## src/rtl/sum_sequencer_if.sv

```systemverilog
// Handshake/result bundle between the summation sequencer and its driver.
// Master drives tick/start/data; slave (the sequencer) returns status and BCD result.
interface sum_sequencer_if;
  logic        tick;
  logic        start;
  logic [5:0]  data;
  logic        busy;
  logic        done;
  logic [1:0]  status;
  logic [10:0] sum;
  logic [3:0]  bcd_thousands;
  logic [3:0]  bcd_hundreds;
  logic [3:0]  bcd_tens;
  logic [3:0]  bcd_units;

  modport master (
    output tick, start, data,
    input  busy, done, status, sum,
    input  bcd_thousands, bcd_hundreds, bcd_tens, bcd_units
  );

  modport slave (
    input  tick, start, data,
    output busy, done, status, sum,
    output bcd_thousands, bcd_hundreds, bcd_tens, bcd_units
  );
endinterface

```

## src/rtl/sum_sequencer.sv

```systemverilog
// Computes 1+..+N iteratively, then double-dabbles it to 4 BCD digits; N+11 ticks (11 for N=0).
// No backpressure: a start edge is only honoured in IDLE/DONE, all stepping is gated by tick.
module sum_sequencer (
  input  logic              clk,
  input  logic              rst,
  sum_sequencer_if.slave    bus
);

  typedef enum logic [1:0] {
    IDLE    = 2'd0,
    ACCUM   = 2'd1,
    CONVERT = 2'd2,
    DONE    = 2'd3
  } state_t;

  state_t      state;
  logic        start_q;
  logic        start_armed;
  logic [5:0]  n;
  logic [10:0] acc;
  logic [6:0]  idx;
  logic [10:0] bin;
  logic [15:0] scratch;
  logic [3:0]  bitcnt;
  logic [10:0] sum_r;
  logic [15:0] bcd_r;
  logic        busy_r;
  logic        valid_r;
  logic        done_r;

  logic        start_edge;
  logic [15:0] adj;
  logic [15:0] scratch_nxt;

  // A start held through reset deassertion must fall before it can count as an edge.
  assign start_edge = bus.tick & bus.start & ~start_q & start_armed;

  always_comb begin
    adj = scratch;
    for (int d = 0; d < 4; d++) begin
      if (scratch[4*d +: 4] >= 4'd5) begin
        adj[4*d +: 4] = scratch[4*d +: 4] + 4'd3;
      end
    end
    scratch_nxt = {adj[14:0], bin[10]};
  end

  always_ff @(posedge clk) begin
    if (rst) begin
      state       <= IDLE;
      start_q     <= 1'b0;
      start_armed <= 1'b0;
      n           <= '0;
      acc         <= '0;
      idx         <= '0;
      bin         <= '0;
      scratch     <= '0;
      bitcnt      <= '0;
      sum_r       <= '0;
      bcd_r       <= '0;
      busy_r      <= 1'b0;
      valid_r     <= 1'b0;
      done_r      <= 1'b0;
    end else begin
      done_r <= 1'b0;
      if (bus.tick) begin
        start_q <= bus.start;
        if (!bus.start) begin
          start_armed <= 1'b1;
        end
        case (state)
          IDLE, DONE: begin
            if (start_edge) begin
              n       <= bus.data;
              acc     <= '0;
              idx     <= 7'd1;
              busy_r  <= 1'b1;
              valid_r <= 1'b0;
              if (bus.data == 6'd0) begin
                bin     <= '0;
                scratch <= '0;
                bitcnt  <= '0;
                state   <= CONVERT;
              end else begin
                state   <= ACCUM;
              end
            end
          end
          ACCUM: begin
            // acc ends up holding the final sum, which is what gets published on DONE
            acc <= acc + {4'd0, idx};
            idx <= idx + 7'd1;
            if (idx == {1'b0, n}) begin
              bin     <= acc + {4'd0, idx};
              scratch <= '0;
              bitcnt  <= '0;
              state   <= CONVERT;
            end
          end
          CONVERT: begin
            scratch <= scratch_nxt;
            bin     <= {bin[9:0], 1'b0};
            bitcnt  <= bitcnt + 4'd1;
            if (bitcnt == 4'd10) begin
              sum_r   <= acc;
              bcd_r   <= scratch_nxt;
              busy_r  <= 1'b0;
              valid_r <= 1'b1;
              done_r  <= 1'b1;
              state   <= DONE;
            end
          end
          default: state <= IDLE;
        endcase
      end
    end
  end

  assign bus.busy          = busy_r;
  assign bus.done          = done_r;
  assign bus.status        = {valid_r, busy_r};
  assign bus.sum           = sum_r;
  assign bus.bcd_thousands = bcd_r[15:12];
  assign bus.bcd_hundreds  = bcd_r[11:8];
  assign bus.bcd_tens      = bcd_r[7:4];
  assign bus.bcd_units     = bcd_r[3:0];

endmodule

```

## src/flat_wrapper.sv

```systemverilog
// flat-port wrapper written by rule: the top's interface ports become plain ports
module sum_sequencer_flat 
  (clk, rst, bus_tick, bus_start, bus_data, bus_busy, bus_done, bus_status, bus_sum, bus_bcd_thousands, bus_bcd_hundreds, bus_bcd_tens, bus_bcd_units);
  sum_sequencer_if bus_i ();
  input  logic clk;
  input  logic rst;
  input wire logic [$bits(bus_i.tick)-1:0] bus_tick;
  input wire logic [$bits(bus_i.start)-1:0] bus_start;
  input wire logic [$bits(bus_i.data)-1:0] bus_data;
  output wire logic [$bits(bus_i.busy)-1:0] bus_busy;
  output wire logic [$bits(bus_i.done)-1:0] bus_done;
  output wire logic [$bits(bus_i.status)-1:0] bus_status;
  output wire logic [$bits(bus_i.sum)-1:0] bus_sum;
  output wire logic [$bits(bus_i.bcd_thousands)-1:0] bus_bcd_thousands;
  output wire logic [$bits(bus_i.bcd_hundreds)-1:0] bus_bcd_hundreds;
  output wire logic [$bits(bus_i.bcd_tens)-1:0] bus_bcd_tens;
  output wire logic [$bits(bus_i.bcd_units)-1:0] bus_bcd_units;
  assign bus_i.tick = bus_tick;
  assign bus_i.start = bus_start;
  assign bus_i.data = bus_data;
  assign bus_busy = bus_i.busy;
  assign bus_done = bus_i.done;
  assign bus_status = bus_i.status;
  assign bus_sum = bus_i.sum;
  assign bus_bcd_thousands = bus_i.bcd_thousands;
  assign bus_bcd_hundreds = bus_i.bcd_hundreds;
  assign bus_bcd_tens = bus_i.bcd_tens;
  assign bus_bcd_units = bus_i.bcd_units;
  sum_sequencer u_core (.clk(clk), .rst(rst), .bus(bus_i));
endmodule
```

## config.mk

```make
export PLATFORM = sky130hd
export DESIGN_NAME = sum_sequencer_flat
export DESIGN_NICKNAME = d
export VERILOG_FILES = /design/src/rtl/sum_sequencer_if.sv /design/src/rtl/sum_sequencer.sv /design/src/flat_wrapper.sv
export SDC_FILE = /design/constraint.sdc
export NUM_CORES = 1
export LEC_CHECK = 0
export ABC_AREA = 1
export CAP_MARGIN = 15
export CORE_MARGIN = 2
export CORE_UTILIZATION = 50
export DETAILED_ROUTE_END_ITERATION = 6
export GPL_ROUTABILITY_DRIVEN = 0
export PLACE_DENSITY = 0.72
export RECOVER_POWER = 50
export REMOVE_ABC_BUFFERS = 1
export SLEW_MARGIN = 20
export SYNTH_ARGS = -nofsm -noshare
export SYNTH_HDL_FRONTEND = slang
export SYNTH_SLANG_ARGS = --single-unit
```

## constraint.sdc

```tcl
create_clock -name clk -period 1.9 [get_ports clk]
set_input_delay 0.38 -clock clk [delete_from_list [all_inputs] [get_ports clk]]
set_output_delay 0.38 -clock clk [all_outputs]
set_load 0.01 [all_outputs]
```

### Word level (Yosys, flattened, before mapping)

Index checks and enable logic that the tools add are counted.

* bits in registers: 89
* bits of input ports: 10
* output and inout bits: 31

* add/sub/neg operators: 7
* magnitude comparators: 4
* equality and inequality tests: 9
* multiplexer cells: 32
* bitwise gates (word level): 7
* reductions and logical operators: 13

Operators with widths (count)
* $mux W16: 3
* $pmux W16 S3: 1
* $mux W11: 4
* $pmux W11 S3: 1
* $mux W4: 6
* $pmux W11 S2: 1
* $ge A4 B3 Y1 const B: 4
* $pmux W7 S2: 1
* $add A4 B2 Y4 const B: 3
* $pmux W4 S3: 1
* $reduce_and A4 Y1: 3
* $add A11 B7 Y11: 1
* $reduce_and A3 Y1: 3
* $mux W2: 4
* $ne A2 B1 Y1 const B: 4
* $add A7 B1 Y7 const B: 1
* $eq A7 B6 Y1: 1
* $mux W7: 1
* $logic_not A6 Y1: 1
* $pmux W2 S3: 1
* $mux W1: 5
* $add A4 B1 Y4 const B: 1
* $eq A2 B2 Y1 const B: 2
* $eq A4 B4 Y1 const B: 1
* 11 further kinds: 18

### Longest topological paths before layout

Gate-level depths: netlist of the first run.

* depth after elaboration: 5
* gate-level depth with buffers: 12
* gate-level depth less buffers: 12

### Worst setup path after synthesis of the first run

No wires, ideal clock.

* kind: reg2reg
* start point: reg u_core.idx[0]
* end point: reg u_core.acc[4]
* arrival: 1.719 ns
* required time: 1.785 ns
* slack: 0.066 ns
* cell stages (with the launch flop): 10
* buffers on the path: 0
* path through: dfxtp_1 > ha_1 > fa_1 > nand3_1 > nand3_1 > or2_2 > nand3_1 > a21oi_1 > o21ai_0 > inv_1

* word-level cells in the longest chain between the ends: 2

RTL lines
* start, declared: line sum_sequencer.sv:21 `logic [6:0] idx;`
* start signal, assigned: line sum_sequencer.sv:92 `idx <= idx + 7'd1;`
* $add A11 B7 Y11: line sum_sequencer.sv:91 `acc <= acc + {4'd0, idx};`
* $pmux W11 S2: line sum_sequencer.sv:71 `case (state)`
* end signal, assigned: line sum_sequencer.sv:91
* end, declared: line sum_sequencer.sv:20 `logic [10:0] acc;`

Every way passes these cells.
A chain may end at the register's enable or synchronous reset.

### Final worst setup path of the first run

Ends and elaborated chain as after synthesis.

==> results.md, run 1 <==
- Max clock buf depth: 2
- Status: finished, final reports clean
- First-pass GRT wire length: 17400 um
- DRT Pass-1 Iters: 4
- CORE AREA: 0.00864 mm2
- Synth cell types: 34
- R2R Setup Slk: 110 ps
- Initial Util: 51.0%
- Initial DRC count: 173
- Clk Latency, worst-skew pair: 360 ps
- P&R area growth vs syn: 20.3%
- Max Slew Vio Count: 0
- Met2 routed WL: 5000 um
- Critical path type: register to register
- Post-synth ARST share: 0%
- Design Power: 4950 uW
- Finished layout cell area: 0.00530 mm2
- Yosys synthesis warning count: 0
- Post-route ant nets: 0
- Post-DP HPWL: 7230 um
- Vias per cell: 5.23
- CTS Sinks: 89
- Ant diodes: 0
- H-tree Lvls: 3
- Max Used Layer: met4
- Peak Freq: 0.559 GHz
- Worst Path Arrival: 2040 ps
- Fillers: 779
- Synth Cell Area: 0.00441 mm2
- Met3 wire length: 303 um
- Slowest Stage Delay on Critical Path: 350 ps
- Most common cell after layout, fill and taps aside: nand2_1
- Io pins: 41
- Synth Area per Inst: 7.08 um2
- Tightest Pin Transition: 423 ps
- Min Clock Period, post-route: 1790 ps
- Worst EP required: 2150 ps
- DIE HEIGHT: 97.9 um
- Worst-path clk slew: 90 ps
- GR Util All Layers: 21.6%
- Final Setup Violations: 0
- DRC violation count after routing: 0
- CP max FO: 4
- # rows: 34
- Post-Route Setup TNS: 0 ps
- Fin crit share: 94.2%
- Worst vdd ir: 0.633 mV
- Clock Tree Root: clkbuf_8
- Post-place setup slack: -77.2 ps
- RSZ-0062 raised after global routing: true
- Final wirelength: 10000 um
- Synth Register Bits: 89
- Setup crit start kind: register
- Initial antenna violation count: 0
- Port bufs: 40
- Hold buffers post-CTS: 0
- Cells along the critical path: ha_2 > fa_2 > nand3_1 > nand3_2 > or2_2 > nand3_1 > a21oi_1 > o21ai_0 > inv_1
- Commonest register cell after synthesis: dfxtp_1
- Metal-1 WL: 4590 um
- Slew HR: 71.5%
- Most frequent cells in the layout: nand2_1 (125), nor2_1 (96), dfxtp_1 (88), o21ai_0 (66), a21oi_1 (65)
- Final hold vios: 0
- Layout cells sized above 1: 9.88%
- Setup WS post-layout: 111 ps
- Max_cap viols: 0
- Maximum number of pins on one net before global-route repair: 35
- Post-route insts no fill: 786
- Critical-path cell with the highest stage delay: fa_2
- Wire per inst: 12.8 um
- Total CTS buffers: 9
- Die Area: 0.00958 mm2
- CTS tree: built
- Placed cell area: 0.00504 mm2
- Power Dens Cells: 934 mW/mm2
- Post-synth EDFFs: 0
- Nets: 705
- CP endpoint kind: register
- Worst hold path type: register to register
- Synth Instances: 623
- # placed instances: 770
- CP top delay family: simple AND/OR/NAND/NOR gates
- Clock Skew: 10.4 ps
- Total vias in the final route: 4110
- Crit path buffers/inverters: 1
- Total gr overflow: 0
- Vias in the first global route: 4020
- P_leak: 0.00237 uW
- Die Width: 97.9 um
- CP most frequent cell: nand3_1
- Sequential share of the synthesized area: 40.4%
sequential cells by signal (all words and copies together), names as in the netlist:
| name | flops |
|---|---|
| u_core.bitcnt | 4 |
| u_core.bus.busy | 1 |
| u_core.acc | 11 |
| u_core.valid_r | 1 |
| u_core.idx | 7 |
| u_core.bus.sum | 11 |
| u_core.state | 2 |
| u_core.bcd_r | 16 |
| u_core.bus.done | 1 |
| u_core.bin | 11 |
| u_core.scratch | 16 |
| u_core.n | 6 |
| u_core.start_armed | 1 |
| u_core.start_q | 1 |
layer usage:
layer / GRT usage, % / up-vias
li1: - / 2116
met1: 26.7 / 1916
met2: 38.7 / 66
met3: 3.08 / 12
met4: 7.05 / 0
met5: 0 / -
cells by family after synthesis:
family | share of synthesized area (%)
buf+inv | 8.69
fa+ha+maj | 6.13
flops | 40.4
xor+xnor | 1.79
simple gates | 25.7
compound gates | 17.2
final cells by class:
cell class / instances / area (um2) / area share, %
multi-input combinational: 444 / 2260 / 42.7
clock inverter: 6 / 108 / 2.03
sequential: 89 / 1780 / 33.6
tap: 108 / 135 / 2.55
clock buffer: 9 / 124 / 2.34
inverter: 63 / 236 / 4.46
timing repair buffer: 67 / 653 / 12.3
path summary, 6_finish.rpt:
path / start / endpoint / depth (start not counted)
worst max-delay path: u_core.idx[0] / u_core.acc[4] / 9
worst min-delay path: u_core.n[5] / u_core.n[5] / 2
worst max register to register: u_core.idx[0] / u_core.acc[4] / 9
worst min register to register: u_core.n[5] / u_core.n[5] / 2
power breakdown:
group	total, uW	switching [uW]	internal (uW)
Sequential	2170	141	2030
Combinational	1260	773	489
Clock	1530	664	862
Total	4950	1580	3380
through the flow:
| step | util [%] | hold WS (ps) |
|---|---|---|
| after global routing | 61.4 | 493 |
| after detailed placement | 58.4 | 455 |
| after floorplan | - | 433 |
| after CTS | 61.1 | 466 |
| final | 61.4 | 462 |
| after global placement | 58.4 | 448 |
what timing repair did:
item	in CTS	in global routing
endpoints found under the hold margin	0	0
pin swaps	0	0
gates cloned	0	0
setup buffers	0	1
gates resized for setup	1	7
endpoints found under the setup margin	1	16
synth_stat cells (2+ instances only):
library cell,instances,area share [%]
nand4_1,5,0.71
buf_6,2,0.51
nand2_4,2,0.51
ha_1,20,5.7
or2_2,2,0.28
nor3_1,2,0.23
clkbuf_1,12,1.0
o21ai_0,67,7.6
inv_2,3,0.26
nor2_1,96,8.2
dfxtp_1,89,40
inv_1,60,5.1
a21oi_1,67,7.6
nand2_1,125,11
buf_2,6,0.68
nor3_2,5,1.1
buf_4,6,1.0
a211oi_1,2,0.34
xor2_1,9,1.8
nand3b_1,2,0.34
nand3_1,28,3.2
worst reg2reg max path, cell delays in order (launching register included):
cell,delay (ps)
dfxtp_1,320
ha_2,210
fa_2,350
nand3_1,110
nand3_2,100
or2_2,280
nand3_1,100
a21oi_1,70
o21ai_0,90
inv_1,50
(Power assumes the default switching activity.)
==> inputs of run 2 (changes only) <==
ABC_AREA = default   (was 1)
==> results.md, run 2 <==
- Top-count cell post-synth: nand2_1
- Slew HR: 69.6%
- WHS: 439 ps
- CTS tree: built
- Initial antenna violation count: 0
- Post-synth top area cell: dfxtp_1
- Most common cell after layout, fill and taps aside: nand2_1
- CP endpoint kind: register
- Max Slew Vio Count: 0
- Clock Skew: 11.6 ps
- Total gr overflow: 0
- Status: finished with violations
- Total vias in the final route: 4156
- Io pins: 41
- Failing checks: negative setup slack
- CTS Sinks: 89
- # rows: 34
- Min Clock Period, post-route: 2030 ps
- Fin crit share: 107%
- Post-synth EDFFs: 0
- Tightest Pin Transition: 456 ps
- Initial DRC count: 154
- Final hold vios: 0
- H-tree Lvls: 3
- Most frequent cells in the layout: nand2_1 (91), dfxtp_1 (83), a21oi_1 (68), buf_4 (63), nor2_1 (41)
- Synth top cells by count: nand2_1 (92), dfxtp_1 (89), a21oi_1 (70)
- DRT Pass-1 Iters: 5
- Worst vdd ir: 0.324 mV
- Synth Cell Area: 0.00435 mm2
- CP top delay family: compound AO/OA/AOI/OAI gates
- GR Util All Layers: 23.1%
- Synth Register Bits: 89
- First-pass GRT wire length: 17900 um
- Max_cap viols: 0
- Die Area: 0.00947 mm2
- Critical path type: register to register
- Critical-path cell with the highest stage delay: fa_2
- Synth area leaders: dfxtp_1 (41%), a21oi_1 (8.1%), nand2_1 (7.9%)
- DRC violation count after routing: 0
- Sequential share of the synthesized area: 40.9%
- Peak Freq: 0.492 GHz
- Final Setup Violations: 9
- Power Dens Cells: 661 mW/mm2
- Commonest register cell after synthesis: dfxtp_1
- Wire per inst: 15.4 um
- Yosys top cell area share: 40.9%
- Vias in the first global route: 3825
- CP max FO: 3
- Nets: 651
- Synth Area per Inst: 8.13 um2
- Worst EP required: 2140 ps
- Clk Latency, worst-skew pair: 370 ps
- Crit path buffers/inverters: 0
- Post-layout util: 66.2%
- Worst hold path type: primary input to register
- Setup WS post-layout: -133 ps
- Total CTS buffers: 9
- Ant diodes: 0
- Synth Instances: 535
- Maximum number of pins on one net before global-route repair: 30
- Slowest Stage Delay on Critical Path: 380 ps
- Cells along the critical path: ha_4 > fa_2 > a211oi_4 > o21bai_1 > a21oi_1 > xnor2_1 > a221oi_2 > nor3_1
- Post-synth ARST share: 0%
- Die Width: 97.3 um
- Synth cell types: 55
- Worst Path Arrival: 2270 ps
- Worst-path clk slew: 90 ps
- Final wirelength: 11300 um
- Vias per cell: 5.67
- Clock Tree Root: clkbuf_8
- Post-DP HPWL: 7590 um
- Port bufs: 40
- Initial Util: 50.6%
- Setup crit start kind: register
- Layout cells sized above 1: 21.0%
- Design Power: 3760 uW
- Post-route ant nets: 0
- P&R area growth vs syn: 30.7%
- RSZ-0062 raised after global routing: true
- Yosys synthesis warning count: 0
- P_leak: 0.00208 uW
- CORE AREA: 0.00859 mm2
- Biggest regs: u_core.bcd_r x16, u_core.scratch x16
- DIE HEIGHT: 97.3 um
- Max clock buf depth: 2
[run 2: area by class of cell]
cell class	count	area, um2
tap	108	135
timing repair buffer	106	915
sequential	89	1790
clock buffer	10	138
clock inverter	6	65.1
fill	687	2910
multi-input combinational	398	2580
inverter	16	60.1
[run 2: final timing paths]
| check | start | endpoint | slack (ps) | cells past startpoint |
|---|---|---|---|---|
| min | rst | u_core.scratch[9] | 440 | 2 |
| max | u_core.idx[0] | u_core.bin[6] | -130 | 8 |
| max reg2reg | u_core.idx[0] | u_core.bin[6] | -130 | 8 |
| min reg2reg | u_core.bin[4] | u_core.bin[4] | 460 | 2 |
[run 2: per-stage QoR]
stage,setup TNS [ps],cell area [um2],setup slack [ps],std cells
after CTS,-569,5490,-149,730
after floorplan,-10310,4200,-384,502
after global placement,-11110,5180,-384,709
final,-589,5690,-133,733
after detailed placement,-11900,5180,-386,709
after global routing,-2140,5690,-174,733
[run 2: timing repair]
action	4_1_cts	5_1_grt
hold endpoints to repair	0	0
cloned	1	0
pin swaps	13	17
buffers inserted	4	3
endpoints found under the setup margin	39	41
hold buffers	0	0
gates resized for setup	18	39
[run 2: power by group]
group          switching, uW  leakage, uW  internal, uW  total, uW
Combinational            281      0.00126           220        501
Clock                    704     0.000103           649       1350
Sequential              17.8     0.000721          1880       1900
[run 2: routing by layer]
metal	vias to the layer above	share of wire, %	global-route usage, %
met3	27	4.3	2.81
met2	124	48	38.7
met4	0	2.5	8.23
met1	1970	45	30.9
met5	-	0	0
li1	2035	-	-
[run 2: cell families (layout without fill, tap and decap cells)]
family | after synthesis | in the layout | synth area share, %
adder cells (fa/ha/maj) | 21 | 21 | 6.21
XOR/XNOR | 22 | 22 | 4.43
AO/OA/AOI/OAI | 134 | 134 | 19.3
flip-flops | 89 | 89 | 40.9
AND/OR/NAND/NOR | 214 | 215 | 22.8
buffers and inverters | 49 | 138 | 4.89
multiplexers | 6 | 6 | 1.41
==> inputs of run 3 (changes only) <==
clock period = 1.73 ns   (was 1.9 ns; I/O delays follow)
==> results.md, run 3 (same netlist as run 2, synthesis figures left out) <==
- Biggest regs: u_core.bcd_r x16, u_core.scratch x16
- Worst-path clk slew: 90 ps
- Slowest Stage Delay on Critical Path: 370 ps
- Wire per inst: 15.7 um
- CP max FO: 2
- Status: finished with violations
- Vias per cell: 5.66
- Die Area: 0.00947 mm2
- Total gr overflow: 0
- Vias in the first global route: 4058
- Worst vdd ir: 0.374 mV
- Initial antenna violation count: 0
- Total vias in the final route: 4260
- Port bufs: 40
- DRC violation count after routing: 0
- Max Slew Vio Count: 0
- Tightest Pin Transition: 400 ps
- Maximum number of pins on one net before global-route repair: 38
- Setup WS post-layout: -298 ps
- Initial Util: 50.6%
- Final Setup Violations: 44
- Nets: 671
- Initial DRC count: 292
- # placed instances: 721
- Failing checks: negative setup slack
- RSZ-0062 raised after global routing: true
- Post-DP HPWL: 7430 um
- Final wirelength: 11900 um
- P&R area growth vs syn: 39.5%
- Peak Freq: 0.493 GHz
- WHS: 399 ps
- Critical path type: register to register
- Min Clock Period, post-route: 2030 ps
- Clock Skew: 13.8 ps
- Total CTS buffers: 9
- Most common cell after layout, fill and taps aside: nand2_1
- Max clock buf depth: 2
- H-tree Lvls: 3
- CTS Sinks: 89
- CTS tree: built
- Power Dens Cells: 692 mW/mm2
- Post-route ant nets: 0
- CP top delay family: compound AO/OA/AOI/OAI gates
- DRT Pass-1 Iters: 5
- Worst EP required: 1970 ps
- Final hold vios: 0
- CP most frequent cell: a21oi_1
- Max_cap viols: 0
- Design Power: 4200 uW
- Worst hold path type: primary input to register
- DIE HEIGHT: 97.3 um
- Ant diodes: 0
- First-pass GRT wire length: 18900 um
- Post-Route Setup TNS: -6590 ps
- Fin crit share: 117%
- # rows: 34
- CP endpoint kind: register
- Worst Path Arrival: 2270 ps
- R2R Setup Slk: -300 ps
- CORE AREA: 0.00859 mm2
- Clk Latency, worst-skew pair: 360 ps
- P_leak: 0.00233 uW
- Die Width: 97.3 um
- Critical-path cell with the highest stage delay: fa_2
- Layout cells sized above 1: 28.8%
- GR Util All Layers: 24.0%
- Io pins: 41
- Slew HR: 73.1%
- Setup crit start kind: register
- Clock Tree Root: clkbuf_8
- Crit path buffers/inverters: 2
- Most frequent cells in the layout: nand2_1 (86), dfxtp_1 (81), buf_4 (67), a21oi_1 (59), nor2_1 (39)
- Cells along the critical path: ha_4 > fa_2 > buf_4 > buf_6 > a21o_1 > a211oi_2 > nor2_2 > a21oi_1 > or3_1 > a21oi_1
- Post-route insts no fill: 753
[run 3: cell count changes in the layout (fill, tap and decap cells not counted), moves of 9 or more]
cell,delta
clkdlybuf4s50_1,-20
dlygate4sd3_1,+20
buf_6,+12
a21oi_1,-9
a21oi_2,+9
[run 3: metrics by stage]
step,utilization (%),cell area [um2],setup slack [ps]
after floorplan,-,4200,-554
after global placement,61.5,5290,-513
after detailed placement,61.5,5290,-510
after CTS,68.5,5880,-265
after global routing,70.6,6070,-348
final,70.6,6070,-298
[run 3: metal layers]
metal | part of all wire (%) | global-route usage (%)
met1 | 46 | 32.8
met2 | 48 | 39.4
met3 | 4.2 | 3.24
met4 | 1.9 | 8.12
met5 | 0 | 0
[run 3: repair_timing]
action / in CTS / in global routing
resized for setup: 66 / 42
cloned: 2 / 0
pin swaps: 33 / 48
setup buffers: 11 / 6
setup endpoints to repair: 51 / 60
hold buffers: 0 / 0
[run 3: path summary, 6_finish.rpt]
| check | start | end | depth (start not counted) |
|---|---|---|---|
| worst max-delay path | u_core.idx[0] | u_core.bin[4] | 10 |
| worst min-delay path | rst | u_core.scratch[5] | 2 |
| worst max register to register | u_core.idx[0] | u_core.bin[4] | 10 |
| worst min register to register | u_core.bus.sum[10] | u_core.bus.sum[10] | 2 |
[run 3: where the power goes]
| group | total (uW) | switching, uW | leakage (uW) | internal (uW) |
|---|---|---|---|---|
| combinational | 636 | 348 | 0.00151 | 288 |
| sequential | 2090 | 19.5 | 0.000722 | 2070 |
| clock | 1480 | 765 | 0.000103 | 713 |
| total | 4200 | 1130 | 0.00233 | 3070 |
[run 3: layout make-up]
type / count / area (um2)
multi-input combinational: 398 / 2730
timing repair buffer: 126 / 1140
clock inverter: 6 / 65.1
fill: 609 / 2520
tap: 108 / 135
clock buffer: 10 / 138
sequential: 89 / 1800
inverter: 16 / 60.1
